`src/rtl/mem_port_arbiter.sv`:
```
// mem_port_arbiter: shares one single-ported memory between instruction fetch
// and data access. Data wins by default; a starvation counter hands the port to
// a waiting fetch after STARVE_MAX back-to-back data grants. A watchdog aborts
// any access the memory never acknowledges and raises a sticky bus error.
module mem_port_arbiter #(
    parameter int AW         = 32,
    parameter int DW         = 32,
    parameter int STARVE_MAX = 4,
    parameter int TIMEOUT    = 16
) (
    input  logic          Clk,
    input  logic          Rst,
    input  logic          IfReq,
    input  logic [AW-1:0] IfAddr,
    output logic [DW-1:0] IfRdata,
    output logic          IfValid,
    output logic          IfStall,
    input  logic          DmReq,
    input  logic          DmWe,
    input  logic [AW-1:0] DmAddr,
    input  logic [DW-1:0] DmWdata,
    output logic [DW-1:0] DmRdata,
    output logic          DmValid,
    output logic          DmStall,
    output logic          MemEn,
    output logic          MemWe,
    output logic [AW-1:0] MemAddr,
    output logic [DW-1:0] MemWdata,
    input  logic [DW-1:0] MemRdata,
    input  logic          MemReady,
    output logic          BusErr
);

    localparam int SW = (STARVE_MAX > 0) ? $clog2(STARVE_MAX + 1) : 1;
    localparam int TW = (TIMEOUT > 2) ? $clog2(TIMEOUT) : 1;

    typedef enum logic [1:0] {
        ST_IDLE    = 2'd0,
        ST_IF_BUSY = 2'd1,
        ST_DM_BUSY = 2'd2
    } state_t;

    state_t          r_state;
    logic [SW-1:0]   r_starve;
    logic [TW-1:0]   r_tmo;
    logic            r_if_valid;
    logic            r_dm_valid;
    logic [DW-1:0]   r_if_rdata;
    logic [DW-1:0]   r_dm_rdata;
    logic            r_mem_en;
    logic            r_mem_we;
    logic [AW-1:0]   r_mem_addr;
    logic [DW-1:0]   r_mem_wdata;
    logic            r_bus_err;

    state_t          w_state_nxt;
    logic [SW-1:0]   w_starve_nxt;
    logic [TW-1:0]   w_tmo_nxt;
    logic            w_if_valid_nxt;
    logic            w_dm_valid_nxt;
    logic [DW-1:0]   w_if_rdata_nxt;
    logic [DW-1:0]   w_dm_rdata_nxt;
    logic            w_mem_en_nxt;
    logic            w_mem_we_nxt;
    logic [AW-1:0]   w_mem_addr_nxt;
    logic [DW-1:0]   w_mem_wdata_nxt;
    logic            w_bus_err_nxt;

    // A requester whose completion pulse is showing this cycle must not be re-granted.
    logic w_if_elig;
    logic w_dm_elig;
    logic w_fetch_turn;

    assign w_if_elig    = IfReq & ~r_if_valid;
    assign w_dm_elig    = DmReq & ~r_dm_valid;
    assign w_fetch_turn = w_if_elig & (r_starve == SW'(STARVE_MAX));

    // Next-state, grant, starvation and watchdog decisions; every register holds by default.
    always_comb begin
        w_state_nxt     = r_state;
        w_starve_nxt    = r_starve;
        w_tmo_nxt       = r_tmo;
        w_if_valid_nxt  = 1'b0;
        w_dm_valid_nxt  = 1'b0;
        w_if_rdata_nxt  = r_if_rdata;
        w_dm_rdata_nxt  = r_dm_rdata;
        w_mem_en_nxt    = r_mem_en;
        w_mem_we_nxt    = r_mem_we;
        w_mem_addr_nxt  = r_mem_addr;
        w_mem_wdata_nxt = r_mem_wdata;
        w_bus_err_nxt   = r_bus_err;

        case (r_state)
            ST_IDLE: begin
                if (w_dm_elig && !w_fetch_turn) begin
                    w_state_nxt     = ST_DM_BUSY;
                    w_mem_en_nxt    = 1'b1;
                    w_mem_we_nxt    = DmWe;
                    w_mem_addr_nxt  = DmAddr;
                    w_mem_wdata_nxt = DmWdata;
                    w_tmo_nxt       = TW'(0);
                    // Count data wins only while a fetch is actually waiting.
                    if (w_if_elig && (r_starve != SW'(STARVE_MAX))) begin
                        w_starve_nxt = r_starve + SW'(1);
                    end else begin
                        w_starve_nxt = r_starve;
                    end
                end else if (w_if_elig) begin
                    w_state_nxt     = ST_IF_BUSY;
                    w_mem_en_nxt    = 1'b1;
                    w_mem_we_nxt    = 1'b0;
                    w_mem_addr_nxt  = IfAddr;
                    w_mem_wdata_nxt = {DW{1'b0}};
                    w_tmo_nxt       = TW'(0);
                    w_starve_nxt    = SW'(0);
                end else begin
                    w_state_nxt = ST_IDLE;
                end
                // No fetch pending means nobody is being starved.
                if (!IfReq) begin
                    w_starve_nxt = SW'(0);
                end else begin
                    w_starve_nxt = w_starve_nxt;
                end
            end
            ST_IF_BUSY, ST_DM_BUSY: begin
                if (MemReady) begin
                    // A ready in the same cycle as the watchdog limit still counts as success.
                    if (r_state == ST_IF_BUSY) begin
                        w_if_valid_nxt = 1'b1;
                        w_if_rdata_nxt = MemRdata;
                    end else begin
                        w_dm_valid_nxt = 1'b1;
                        w_dm_rdata_nxt = r_mem_we ? r_dm_rdata : MemRdata;
                    end
                    w_state_nxt  = ST_IDLE;
                    w_mem_en_nxt = 1'b0;
                    w_mem_we_nxt = 1'b0;
                end else if (r_tmo == TW'(TIMEOUT - 1)) begin
                    // Abort: complete the requester with zero data and flag the bus.
                    if (r_state == ST_IF_BUSY) begin
                        w_if_valid_nxt = 1'b1;
                        w_if_rdata_nxt = {DW{1'b0}};
                    end else begin
                        w_dm_valid_nxt = 1'b1;
                        w_dm_rdata_nxt = {DW{1'b0}};
                    end
                    w_bus_err_nxt = 1'b1;
                    w_state_nxt   = ST_IDLE;
                    w_mem_en_nxt  = 1'b0;
                    w_mem_we_nxt  = 1'b0;
                end else begin
                    w_tmo_nxt = r_tmo + TW'(1);
                end
            end
            default: begin
                w_state_nxt  = ST_IDLE;
                w_mem_en_nxt = 1'b0;
                w_mem_we_nxt = 1'b0;
            end
        endcase
    end

    // State and output registers; reset abandons any access in flight without a pulse.
    always_ff @(posedge Clk or posedge Rst) begin
        if (Rst) begin
            r_state     <= ST_IDLE;
            r_starve    <= SW'(0);
            r_tmo       <= TW'(0);
            r_if_valid  <= 1'b0;
            r_dm_valid  <= 1'b0;
            r_if_rdata  <= {DW{1'b0}};
            r_dm_rdata  <= {DW{1'b0}};
            r_mem_en    <= 1'b0;
            r_mem_we    <= 1'b0;
            r_mem_addr  <= {AW{1'b0}};
            r_mem_wdata <= {DW{1'b0}};
            r_bus_err   <= 1'b0;
        end else begin
            r_state     <= w_state_nxt;
            r_starve    <= w_starve_nxt;
            r_tmo       <= w_tmo_nxt;
            r_if_valid  <= w_if_valid_nxt;
            r_dm_valid  <= w_dm_valid_nxt;
            r_if_rdata  <= w_if_rdata_nxt;
            r_dm_rdata  <= w_dm_rdata_nxt;
            r_mem_en    <= w_mem_en_nxt;
            r_mem_we    <= w_mem_we_nxt;
            r_mem_addr  <= w_mem_addr_nxt;
            r_mem_wdata <= w_mem_wdata_nxt;
            r_bus_err   <= w_bus_err_nxt;
        end
    end

    assign IfRdata  = r_if_rdata;
    assign IfValid  = r_if_valid;
    assign IfStall  = IfReq & ~r_if_valid;
    assign DmRdata  = r_dm_rdata;
    assign DmValid  = r_dm_valid;
    assign DmStall  = DmReq & ~r_dm_valid;
    assign MemEn    = r_mem_en;
    assign MemWe    = r_mem_we;
    assign MemAddr  = r_mem_addr;
    assign MemWdata = r_mem_wdata;
    assign BusErr   = r_bus_err;

endmodule
```
`config.mk`:
```
export PLATFORM = sky130hd
export DESIGN_NAME = mem_port_arbiter
export DESIGN_NICKNAME = d
export VERILOG_FILES = /design/src/rtl/mem_port_arbiter.sv
export SDC_FILE = /design/constraint.sdc
export NUM_CORES = 1
export LEC_CHECK = 0
export ABC_CLOCK_PERIOD_IN_PS = 4800
export BUFFER_PORTS_ARGS = -buffer_cell sky130_fd_sc_hd__buf_2
export CELL_PAD_IN_SITES_DETAIL_PLACEMENT = 0
export CELL_PAD_IN_SITES_GLOBAL_PLACEMENT = 1
export CORE_MARGIN = 5
export CORE_UTILIZATION = 35
export DETAILED_ROUTE_END_ITERATION = 7
export PLACE_DENSITY = 0.83
export SLEW_MARGIN = 25
export SYNTH_ARGS = -nofsm -noshare
export SYNTH_HDL_FRONTEND = slang
export SYNTH_SLANG_ARGS = --single-unit
```
`constraint.sdc`:
```
create_clock -name Clk -period 4.8 [get_ports Clk]
set_input_delay 0.24 -clock Clk [delete_from_list [all_inputs] [get_ports Clk]]
set_output_delay 0.24 -clock Clk [all_outputs]
set_load 0.02 [all_outputs]
```
==> results of run 1 <==
-- sequential cells by signal, summed over array words and instances, names as in the netlist, 2 cells and up --
name / cells
DmRdata: 32
IfRdata: 32
MemAddr: 32
MemWdata: 32
r_starve: 3
r_state: 2
r_tmo: 4
-- routing by layer --
| layer | wire, um | global-route usage (%) | up-vias |
|---|---|---|---|
| met1 | 7320 | 21.7 | 2218 |
| met2 | 7190 | 25.7 | 213 |
| met4 | 317 | 6.54 | 2 |
| met3 | 1810 | 7.79 | 24 |
| li1 | - | - | 2316 |
| met5 | 13 | 0 | - |
-- per-stage QoR --
step,setup WS (ps),hold slack (ps)
after CTS,2350,26.1
after floorplan,750,373
final,2400,6.46
after global routing,2140,28.7
after detailed placement,2360,460
after global placement,2300,457
-- worst paths after layout --
path | cells past startpoint | endpoint | from | slack (ps)
hold reg to reg | 1 | BusErr$_DFFE_PP0P_ | BusErr$_DFFE_PP0P_ | 470
setup / recovery | 5 | MemAddr[11]$_DFFE_PP0P_ | DmValid$_DFF_PP0_ | 2400
hold / removal | 2 | MemWdata[20]$_DFFE_PP0P_ | Rst | 6
setup reg to reg | 5 | MemAddr[11]$_DFFE_PP0P_ | DmValid$_DFF_PP0_ | 2400
max in group asynchronous | 3 | MemWdata[8]$_DFFE_PP0P_ | Rst | 3710
min in group Clk | 2 | DmRdata[18]$_DFFE_PP0P_ | MemRdata[18] | 50
-- cell type report --
type	instances	area, sq um	area share [%]
clock buffer	20	447	5.62
sequential	142	3550	44.7
timing repair buffer	273	1380	17.3
multi-input combinational	323	2070	26.0
inverter	10	45.0	0.567
clock inverter	12	184	2.31
tap	220	275	3.46
-- cells by family after synthesis --
group,count (synthesis),synth area share [%]
fa+ha+maj,5,1.07
compound gates,151,18.2
mux,35,6.05
simple gates,132,9.83
buf+inv,46,3.93
flops,142,60.9
-- placed cells by master, fill, tap and decap left out, types with 4 or more instances in the layout --
master	netlist	routed
dfrtp_1	142	142
ha_1	5	5
bufinv_16	0	4
a22o_1	64	64
mux2i_1	33	33
inv_1	9	8
o21ai_0	70	70
buf_2	16	268
nor3_1	5	5
clkbuf_16	0	17
buf_4	3	5
nand2_1	108	107
-- report_power, final --
group / internal, uW / switching (uW) / total (uW) / leakage (uW)
sequential: 1750 / 302 / 2050 / 0.00182
clock: 889 / 510 / 1400 / 0.000301
combinational: 903 / 1610 / 2510 / 0.00212
==> results by group, run 1 <==
Worst setup path
  – Crit end category: flip-flop
  – Buf+Inv Stages, Crit Path: 2
  – Critical Path Source Type: flip-flop
  – Arr. time, crit path: 2660 ps
  – Worst path required time: 5060 ps
  – Crit-path cells: nand2b_2, inv_1, o21ai_4, buf_4, o21ai_0
  – Crit Path Max Fanout: 64
  – CP max stage delay: 720 ps
  – Top Family by Delay on Critical Path: compound AO/OA/AOI/OAI gates
  – Slowest CP cell: o21ai_4
  – Worst Setup Path Type: reg -> reg

STA
  – Count of final setup violators: 0
  – Worst slew pin tran: 891 ps
  – Final Hold Viols: 0
  – Post-route minimum period: 2400 ps
  – RSZ-0062 raised after global routing: no
  – Fin crit share: 50.0%
  – Slew margin rel.: 40.6%
  – Maximum clock frequency: 417 MHz
  – Skew final: 16.9 ps
  – Slew Viols, Final: 0
  – Setup_tns: 0 ps

Synth
  – Synth Flop Type: dfrtp_1
  – Post-synth EDFFs: 0
  – Syn Inst Count: 511
  – Syn_area_per_cell: 11.4 sq um
  – Post-synthesis cell area: 5830 sq um
  – Post-synth cell types: 39
  – Sequential element share of the synthesized area: 60.9%
  – Syn nets: 650
  – Count leader, synth: dfrtp_1
  – Top area cells in the synthesized netlist: dfrtp_1 (61%), a22o_1 (9.6%), nand2_1 (7.0%)
  – Post-synth top area share: 60.9%
  – Synth top cells by count: dfrtp_1 (142), nand2_1 (108), o21ai_0 (70)
  – Async SR Flop Fraction: 100%
  – YS warnings: 0
  – FF+latch count, synth: 142
  – Dominant cell type by area after synthesis: dfrtp_1

Clocking
  – Post-CTS Setup Repair Bufs: 0
  – Root Buffer: clkbuf_16
  – CTS Buffer Depth: 2
  – Resized Gates After CTS: 0
  – Clock Sink Count: 142
  – Cts bufs inserted: 17
  – Worst-skew pair later-pin latency: 420 ps
  – TritonCTS clock tree: built
  – Worst-path clk slew: 60 ps
  – Hold buffers post-CTS: 0
  – H-Tree Depth: 4

Global routing
  – Largest net degree at the start of global routing: 100
  – Vias in the first global route: 4,898
  – GRT Overall Usage: 17.1%
  – Wire length of the first global-routing pass: 26.7 mm
  – GRT overflow: 0
  – Antenna violations before repair: 1

Route
  – Starting DRT DRC Count: 152
  – Routed WL: 16.7 mm
  – DRC: 0
  – Vias/cell: 4.77
  – Routed Antenna Nets: 0
  – Avg WL per Cell: 16.7 um
  – Drt pass-1 iters: 4
  – Routed vias: 4,773

Die
  – FP Rows: 47
  – DIE WIDTH: 139 um
  – Core area: 16,500 sq um
  – Number of I/O pins: 269
  – Die Area: 19,300 sq um
  – Starting Density: 35.4%
  – Die H: 139 um

Outcome
  – Status: completed

Cells and area
  – Nets: 906
  – Share of layout cells above drive strength 1: 40.8%
  – Fillers: 1,586
  – Fin area: 7950 sq um
  – Synth-to-Final Area Change: 36.3%
  – Number of diodes: 0
  – Utilization after layout: 48.3%
  – Final Non-Filler Cells: 1,000

Power and ir drop
  – Peak supply drop: 0.285 mV
  – Pwr dens: 750 nW/um^2
  – Leakage power: 0.00424 uW
  – Power, Total: 5960 uW

Place
  – I/O Buffers: 268
  – Placed Cells: 968
  – Placed Area: 7320 sq um
  – Post-DP HPWL: 12.1 mm
  – Routability Congestion: 0.884

Flow run
  – Maxcap violations: 0

Min path
  – Hold crit path type: in -> async
Note: power is estimated with default switching activity, not from simulation.
==> run 2: changes to the inputs <==
--- a/config.mk
+++ b/config.mk
@@ -5,14 +5,15 @@
 export SDC_FILE = /design/constraint.sdc
 export NUM_CORES = 1
 export LEC_CHECK = 0
-export ABC_CLOCK_PERIOD_IN_PS = 4800
+export ABC_AREA = 1
+export ABC_CLOCK_PERIOD_IN_PS = 2100
 export BUFFER_PORTS_ARGS = -buffer_cell sky130_fd_sc_hd__buf_2
 export CELL_PAD_IN_SITES_DETAIL_PLACEMENT = 0
 export CELL_PAD_IN_SITES_GLOBAL_PLACEMENT = 1
 export CORE_MARGIN = 5
-export CORE_UTILIZATION = 35
+export CORE_UTILIZATION = 31
 export DETAILED_ROUTE_END_ITERATION = 7
-export PLACE_DENSITY = 0.83
+export PLACE_DENSITY = 0.79
 export SLEW_MARGIN = 25
 export SYNTH_ARGS = -nofsm -noshare
 export SYNTH_HDL_FRONTEND = slang
==> constraint.sdc (replaced) <==
create_clock -name Clk -period 2.1 [get_ports Clk]
set_input_delay 0.105 -clock Clk [delete_from_list [all_inputs] [get_ports Clk]]
set_output_delay 0.105 -clock Clk [all_outputs]
set_load 0.02 [all_outputs]
==> run 2 against run 1 <==
Cell count is 44% higher. Sequential share of layout area is 8.1 points lower. Global-route usage is 0.45 points higher. Synthesized cell count is 56% higher. Design area is 22% higher. Routed wire length is 29% higher. Sequential cell count stayed put. Critical endpoint is now MemAddr[25]$_DFFE_PP0P_. Largest cell class unchanged. Highest routed layer is now met4.
==> results by group, run 2 <==
Outcome
  – Status: completed (unchanged)

Synth
  – Post-synthesis cell area: 6590 sq um (was 5830 sq um)
  – YS warnings: 0 (unchanged)
  – Top area cells in the synthesized netlist: dfrtp_1 (54%), nand2_1 (16%), nand3_1 (8.1%) (was dfrtp_1 (61%), a22o_1 (9.6%), nand2_1 (7.0%))
  – FF+latch count, synth: 142 (unchanged)
  – Sequential element share of the synthesized area: 54.0% (was 60.9%)
  – Syn_area_per_cell: 8.24 sq um (was 11.4 sq um)
  – Post-synth EDFFs: 0 (unchanged)
  – Syn nets: 938 (was 650)
  – Async SR Flop Fraction: 100% (unchanged)
  – Syn Inst Count: 799 (was 511)
  – Synth top cells by count: nand2_1 (285), dfrtp_1 (142), nand3_1 (106) (was dfrtp_1 (142), nand2_1 (108), o21ai_0 (70))
  – Post-synth cell types: 24 (was 39)
  – Count leader, synth: nand2_1 (was dfrtp_1)
  – Post-synth top area share: 54.0% (was 60.9%)
  – Dominant cell type by area after synthesis: dfrtp_1 (unchanged)
  – Synth Flop Type: dfrtp_1 (unchanged)

Cells and area
  – Synth-to-Final Area Change: 47.2% (was 36.3%)
  – Fillers: 2,058 (was 1,586)
  – Most frequent cells in the layout: nand2_1 (284), buf_2 (268), dfrtp_1 (142) (was buf_2 (268), dfrtp_1 (142), nand2_1 (107))
  – FF+latch area: 3550 sq um (unchanged)
  – Fin area: 9700 sq um (was 7950 sq um)
  – Share of layout cells above drive strength 1: 28.8% (was 40.8%)
  – Area of the multi-input gates: 2390 sq um (was 2070 sq um)
  – Utilization after layout: 46.3% (was 48.3%)
  – Nets: 1,286 (was 906)
  – Leading cell type in the layout, fill and taps excluded: nand2_1 (was buf_2)

Flow run
  – Maxcap violations: 0 (unchanged)

Die
  – FP Rows: 53 (was 47)
  – Die H: 156 um (was 139 um)
  – Die Area: 24,300 sq um (was 19,300 sq um)
  – Starting Density: 31.4% (was 35.4%)
  – Number of I/O pins: 269 (unchanged)
  – Core area: 21,000 sq um (was 16,500 sq um)
  – DIE WIDTH: 156 um (was 139 um)

Global routing
  – GRT overflow: 0 (unchanged)
  – Antenna violations before repair: 0 (was 1)
  – Vias in the first global route: 6,663 (was 4,898)
  – Wire length of the first global-routing pass: 34.5 mm (was 26.7 mm)
  – Largest net degree at the start of global routing: 77 (was 100)
  – GRT Overall Usage: 17.6% (was 17.1%)

Clocking
  – TritonCTS clock tree: built (unchanged)
  – Post-CTS Setup Repair Bufs: 0 (unchanged)
  – Root Buffer: clkbuf_16 (unchanged)
  – Cts bufs inserted: 17 (unchanged)
  – Worst-path clk slew: 60 ps (about the same)
  – H-Tree Depth: 4 (unchanged)
  – Clock Sink Count: 142 (unchanged)
  – CTS Buffer Depth: 2 (unchanged)
  – Worst-skew pair later-pin latency: 410 ps (was 420 ps)

STA
  – Worst hold slack: 15.8 ps (was 6.46 ps)
  – Worst slew pin tran: 551 ps (was 891 ps)
  – Final worst setup slack: 157 ps (was 2400 ps)
  – RSZ-0062 raised after global routing: no (unchanged)
  – Post-route minimum period: 1940 ps (was 2400 ps)
  – Slew margin rel.: 63.3% (was 40.6%)
  – Fin crit share: 92.5% (was 50.0%)
  – Skew final: 12.7 ps (was 16.9 ps)
  – Maximum clock frequency: 515 MHz (was 417 MHz)
  – Slew Viols, Final: 0 (unchanged)
  – Count of final setup violators: 0 (unchanged)
  – Setup_tns: 0 ps (unchanged)
  – Final Hold Viols: 0 (unchanged)

Worst setup path
  – Top Family by Delay on Critical Path: buffers and inverters (was compound AO/OA/AOI/OAI gates)
  – Worst Setup SP: r_starve[0]$_DFFE_PP0P_ (was DmValid$_DFF_PP0_)
  – Most used cell, CP: nand2_1
  – Arr. time, crit path: 2250 ps (was 2660 ps)
  – Crit end category: flip-flop (unchanged)
  – Worst r2r src: r_starve[0]$_DFFE_PP0P_ (was DmValid$_DFF_PP0_)
  – Crit-path cells: inv_1, ha_1, nand4_2, nand2_2, buf_8, nand2_1, nand3_1, dlygate4sd3_1, nand2_1 (was nand2b_2, inv_1, o21ai_4, buf_4, o21ai_0)
  – Worst path required time: 2410 ps (was 5060 ps)
  – Reg2reg setup slack: 160 ps (was 2400 ps)
  – Buf+Inv Stages, Crit Path: 3 (was 2)
  – CP max stage delay: 550 ps (was 720 ps)
  – Worst Setup Path Type: reg -> reg (unchanged)
  – Slowest CP cell: dlygate4sd3_1 (was o21ai_4)
  – Critical Path Source Type: flip-flop (unchanged)
  – Crit Path Max Fanout: 33 (was 64)

Route
  – Routed WL: 21.5 mm (was 16.7 mm)
  – Vias/cell: 4.52 (was 4.77)
  – DRC: 0 (unchanged)
  – Routed vias: 6,493 (was 4,773)
  – Routed Antenna Nets: 0 (unchanged)
  – Avg WL per Cell: 14.9 um (was 16.7 um)
  – Starting DRT DRC Count: 369 (was 152)
  – Drt pass-1 iters: 4 (unchanged)

Min path
  – Hold crit path type: in -> reg (was in -> async)
  – Hold_sp: IfAddr[23]

Place
  – Post-DP HPWL: 14.3 mm (was 12.1 mm)
  – Pre-CTS setup slack: 329 ps (was 2360 ps)
  – Routability Congestion: 0.784 (was 0.884)
  – Placed Area: 8150 sq um (was 7320 sq um)
  – I/O Buffers: 268 (unchanged)

Power and ir drop
  – Peak supply drop: 0.695 mV (was 0.285 mV)
  – Pwr dens: 1460 nW/um^2 (was 750 nW/um^2)
  – Leakage power: 0.00541 uW (was 0.00424 uW)
## run 2: changes by cell type after synthesis, sizes merged, moves of 33 or more
cell,previous run,this run
mux2i,33,0
inv,10,81
nand2,109,289
a22o,64,0
nand3,3,108
nand4,0,34
## run 2: through the flow
step                      total power, uW  cells
after floorplan                      8930    799
after global routing                15200   1435
final                               14100   1437
after global placement              11100   1308
after detailed placement            11200   1308
after CTS                           14400   1435
## run 2: power by group
part           total (uW)  leakage [uW]  switching, uW  internal, uW
registers            4550       0.00181            618          3930
clock network        2960      0.000273           1240          1710
logic                6630       0.00333           4500          2130
## run 2: worst reg2reg max path, stage by stage (launching register included)
cell           delay [ps]
dfrtp_1               380
inv_1                  90
ha_1                  180
nand4_2               130
nand2_2                90
buf_8                 210
nand2_1               100
nand3_1                70
dlygate4sd3_1         550
nand2_1                40
## run 2: cells by family after synthesis
family	Yosys count	synth area share [%]
AOI/OAI and AO/OA	76	5.89
DFF	142	54.0
buffers and inverters	135	9.84
and+or+nand+nor	441	29.4
adders and majority gates	5	0.950
## run 2: final timing paths
check                           depth (start not counted)                       to
worst min-delay path                                    5  MemAddr[23]$_DFFE_PP0P_
worst min register to register                          2  MemAddr[19]$_DFFE_PP0P_
worst max register to register                          9  MemAddr[25]$_DFFE_PP0P_
min in group asynchronous                               4   MemAddr[6]$_DFFE_PP0P_
worst max-delay path                                    9  MemAddr[25]$_DFFE_PP0P_
max in group asynchronous                               4  DmRdata[14]$_DFFE_PP0P_
## run 2: what timing repair did
item | in CTS | in global routing
hold buffers | 95 | 0
gates resized for setup | 0 | 4
endpoints found under the hold margin | 267 | 0
endpoints found under the setup margin | 0 | 1
## run 2: layout make-up
type                       count  share of cell area [%]
multi-input combinational    522                    24.6
tap                          275                    3.55
clock buffer                  19                    4.67
antenna                        2                  0.0516
clock inverter                13                    1.30
timing repair buffer         383                    26.0
sequential                   142                    36.6
inverter                      81                    3.17
## run 2: routing by layer
metal / vias up / GRT usage [%] / part of all wire [%]
met4: 0 / 4.63 / 1.7
met3: 23 / 5.71 / 8.5
met5: - / 0 / 0
met2: 220 / 29.2 / 46
li1: 3261 / - / -
met1: 2989 / 22.3 / 44
==> run 3: changes to the inputs <==
--- a/config.mk
+++ b/config.mk
@@ -6,14 +6,14 @@
 export NUM_CORES = 1
 export LEC_CHECK = 0
 export ABC_AREA = 1
-export ABC_CLOCK_PERIOD_IN_PS = 2100
+export ABC_CLOCK_PERIOD_IN_PS = 2300
 export BUFFER_PORTS_ARGS = -buffer_cell sky130_fd_sc_hd__buf_2
 export CELL_PAD_IN_SITES_DETAIL_PLACEMENT = 0
 export CELL_PAD_IN_SITES_GLOBAL_PLACEMENT = 1
 export CORE_MARGIN = 5
-export CORE_UTILIZATION = 31
+export CORE_UTILIZATION = 37
 export DETAILED_ROUTE_END_ITERATION = 7
-export PLACE_DENSITY = 0.79
+export PLACE_DENSITY = 0.88
 export SLEW_MARGIN = 25
 export SYNTH_ARGS = -nofsm -noshare
 export SYNTH_HDL_FRONTEND = slang
==> constraint.sdc (replaced) <==
create_clock -name Clk -period 2.3 [get_ports Clk]
set_input_delay 0.115 -clock Clk [delete_from_list [all_inputs] [get_ports Clk]]
set_output_delay 0.115 -clock Clk [all_outputs]
set_load 0.02 [all_outputs]
==> run 3 against run 2 <==
First-iteration DRC count is 8.1% lower. Critical endpoint is now IfRdata[10]$_DFFE_PP0P_. Non-clock buffer count decreased by 12. Maximum frequency up 3.9%. Power decreased by 7.4%. Via count barely moved. Sequential power down 8.4%. Routed wire length shrank 3.6%. Clock skew down 1.3 ps. Die area decreased by 15%. Critical path type unchanged. Clock power is 3% higher. Design area down 1.6%.
==> results by group, run 3 (synthesis gave the netlist of run 2 again) <==
Outcome
  – Status: completed (unchanged)

Clocking
  – TritonCTS clock tree: built (unchanged)
  – Worst-skew pair later-pin latency: 420 ps (was 410 ps)
  – Root Buffer: clkbuf_16 (unchanged)
  – CTS Buffer Depth: 2 (unchanged)
  – Worst-path clk slew: 60 ps (about the same)
  – Cts bufs inserted: 17 (unchanged)
  – Clock Sink Count: 142 (unchanged)
  – Resized Gates After CTS: 0 (unchanged)
  – H-Tree Depth: 4 (unchanged)

STA
  – Setup_tns: 0 ps (unchanged)
  – RSZ-0062 raised after global routing: no (unchanged)
  – Final Hold Viols: 0 (unchanged)
  – Count of final setup violators: 0 (unchanged)
  – Slew margin rel.: 37.2% (was 63.3%)
  – Worst slew pin tran: 941 ps (was 551 ps)
  – Fin crit share: 81.3% (was 92.5%)
  – Final worst setup slack: 430 ps (was 157 ps)
  – Post-route minimum period: 1870 ps (was 1940 ps)
  – Slew Viols, Final: 0 (unchanged)
  – Worst hold slack: 12.2 ps (was 15.8 ps)
  – Skew final: 11.3 ps (was 12.7 ps)
  – Maximum clock frequency: 535 MHz (was 515 MHz)

Worst setup path
  – Buf+Inv Stages, Crit Path: 2 (was 3)
  – Crit-path cells: ha_1, buf_4, inv_1, o21ai_0, nand2_1 (was inv_1, ha_1, nand4_2, nand2_2, buf_8, nand2_1, nand3_1, dlygate4sd3_1, nand2_1)
  – Crit end category: flip-flop (unchanged)
  – Worst path required time: 2650 ps (was 2410 ps)
  – Critical Path Source Type: flip-flop (unchanged)
  – Worst Setup Path Type: reg -> reg (unchanged)
  – Top Family by Delay on Critical Path: buffers and inverters (unchanged)
  – Arr. time, crit path: 2220 ps (was 2250 ps)
  – CP max stage delay: 690 ps (was 550 ps)
  – Crit Path Max Fanout: 33 (unchanged)
  – Slowest CP cell: inv_1 (was dlygate4sd3_1)

Route
  – DRC: 0 (unchanged)
  – Drt pass-1 iters: 5 (was 4)
  – Routed vias: 6,488 (was 6,493)
  – Routed WL: 20.7 mm (was 21.5 mm)
  – Starting DRT DRC Count: 339 (was 369)
  – Avg WL per Cell: 15.1 um (was 14.9 um)
  – Vias/cell: 4.73 (was 4.52)
  – Routed Antenna Nets: 0 (unchanged)

Power and ir drop
  – Leakage power: 0.00539 uW (was 0.00541 uW)
  – Pwr dens: 1370 nW/um^2 (was 1460 nW/um^2)
  – Peak supply drop: 0.676 mV (was 0.695 mV)

Place
  – I/O Buffers: 268 (unchanged)
  – Routability Congestion: 0.816 (was 0.784)
  – Post-DP HPWL: 14.0 mm (was 14.3 mm)
  – Pre-CTS setup slack: 442 ps (was 329 ps)

Die
  – Number of I/O pins: 269 (unchanged)
  – Die H: 143 um (was 156 um)
  – Starting Density: 37.9% (was 31.4%)
  – Die Area: 20,600 sq um (was 24,300 sq um)
  – FP Rows: 48 (was 53)
  – DIE WIDTH: 143 um (was 156 um)
  – Core area: 17,400 sq um (was 21,000 sq um)

Cells and area
  – Utilization after layout: 55.0% (was 46.3%)
  – Leading cell type in the layout, fill and taps excluded: nand2_1 (unchanged)
  – Share of layout cells above drive strength 1: 28.6% (was 28.8%)
  – Synth-to-Final Area Change: 44.9% (was 47.2%)
  – Number of diodes: 0 (was 2)
  – Most frequent cells in the layout: nand2_1 (284), buf_2 (268), dfrtp_1 (142) (unchanged)
  – Nets: 1,274 (was 1,286)

Global routing
  – Largest net degree at the start of global routing: 93 (was 77)
  – Antenna violations before repair: 0 (unchanged)
  – Wire length of the first global-routing pass: 33.2 mm (was 34.5 mm)
  – Vias in the first global route: 6,595 (was 6,663)
  – GRT Overall Usage: 20.1% (was 17.6%)
  – GRT overflow: 0 (unchanged)

Flow run
  – Maxcap violations: 0 (unchanged)

Min path
  – Hold crit path type: in -> reg (unchanged)
-- run 3: changes by cell type in the layout (fill, tap and decap cells not counted), sizes merged --
cell | previous run | this run
dlygate4sd3 | 95 | 88
buf | 288 | 283
bufinv | 1 | 5
clkinvlp | 5 | 3
diode | 2 | 0
inv | 85 | 83
-- run 3: layout make-up --
class	count	area, sq um
Timing Repair Buffer	371	2360
Fill cell	1617	7820
Clock inverter	13	210
Sequential cell	142	3550
Multi-Input combinational cell	522	2390
Inverter	81	308
Tap cell	225	282
Clock buffer	19	443
-- run 3: worst min-delay path: cells and delay by family --
family / cells / cell delay (ps)
simple gates: 3 / 170
buf+inv: 2 / 100
-- run 3: layer usage --
layer / global-route usage, % / part of all wire (%) / vias to the layer above
met5: 0 / 0 / -
met4: 5.40 / 1.4 / 0
met3: 6.42 / 9.7 / 18
met2: 33.3 / 47 / 243
met1: 25.6 / 41 / 2996
li1: - / - / 3231
-- run 3: path summary, 6_finish.rpt --
check / from / endpoint / slack (ps) / depth (start not counted)
setup / recovery: r_state[0]$_DFFE_PP0P_ / IfRdata[10]$_DFFE_PP0P_ / 430 / 5
hold / removal: IfAddr[11] / MemAddr[11]$_DFFE_PP0P_ / 10 / 5
setup reg to reg: r_state[0]$_DFFE_PP0P_ / IfRdata[10]$_DFFE_PP0P_ / 430 / 5
hold reg to reg: MemWdata[26]$_DFFE_PP0P_ / MemWdata[26]$_DFFE_PP0P_ / 470 / 2
max in group asynchronous: Rst / MemWdata[21]$_DFFE_PP0P_ / 1350 / 4
min in group asynchronous: Rst / DmRdata[22]$_DFFE_PP0P_ / 380 / 4
-- run 3: where the power goes --
| part | total [uW] | switching [uW] | internal [uW] |
|---|---|---|---|
| combinational | 5880 | 4050 | 1830 |
| clock | 3040 | 1080 | 1960 |
| sequential | 4170 | 574 | 3590 |
-- run 3: timing repair --
action,CTS,global route
setup buffers,0,0
hold endpoints to repair,261,0
hold buffers,88,0
-- run 3: stage by stage --
stage	total power, uW	cells	area [sq um]
CTS	13200	1373	9540
detailed placement	10000	1253	8010
global route	14000	1373	9540
floorplan	8150	799	6590
finish	13100	1373	9540
global placement	9920	1253	8010
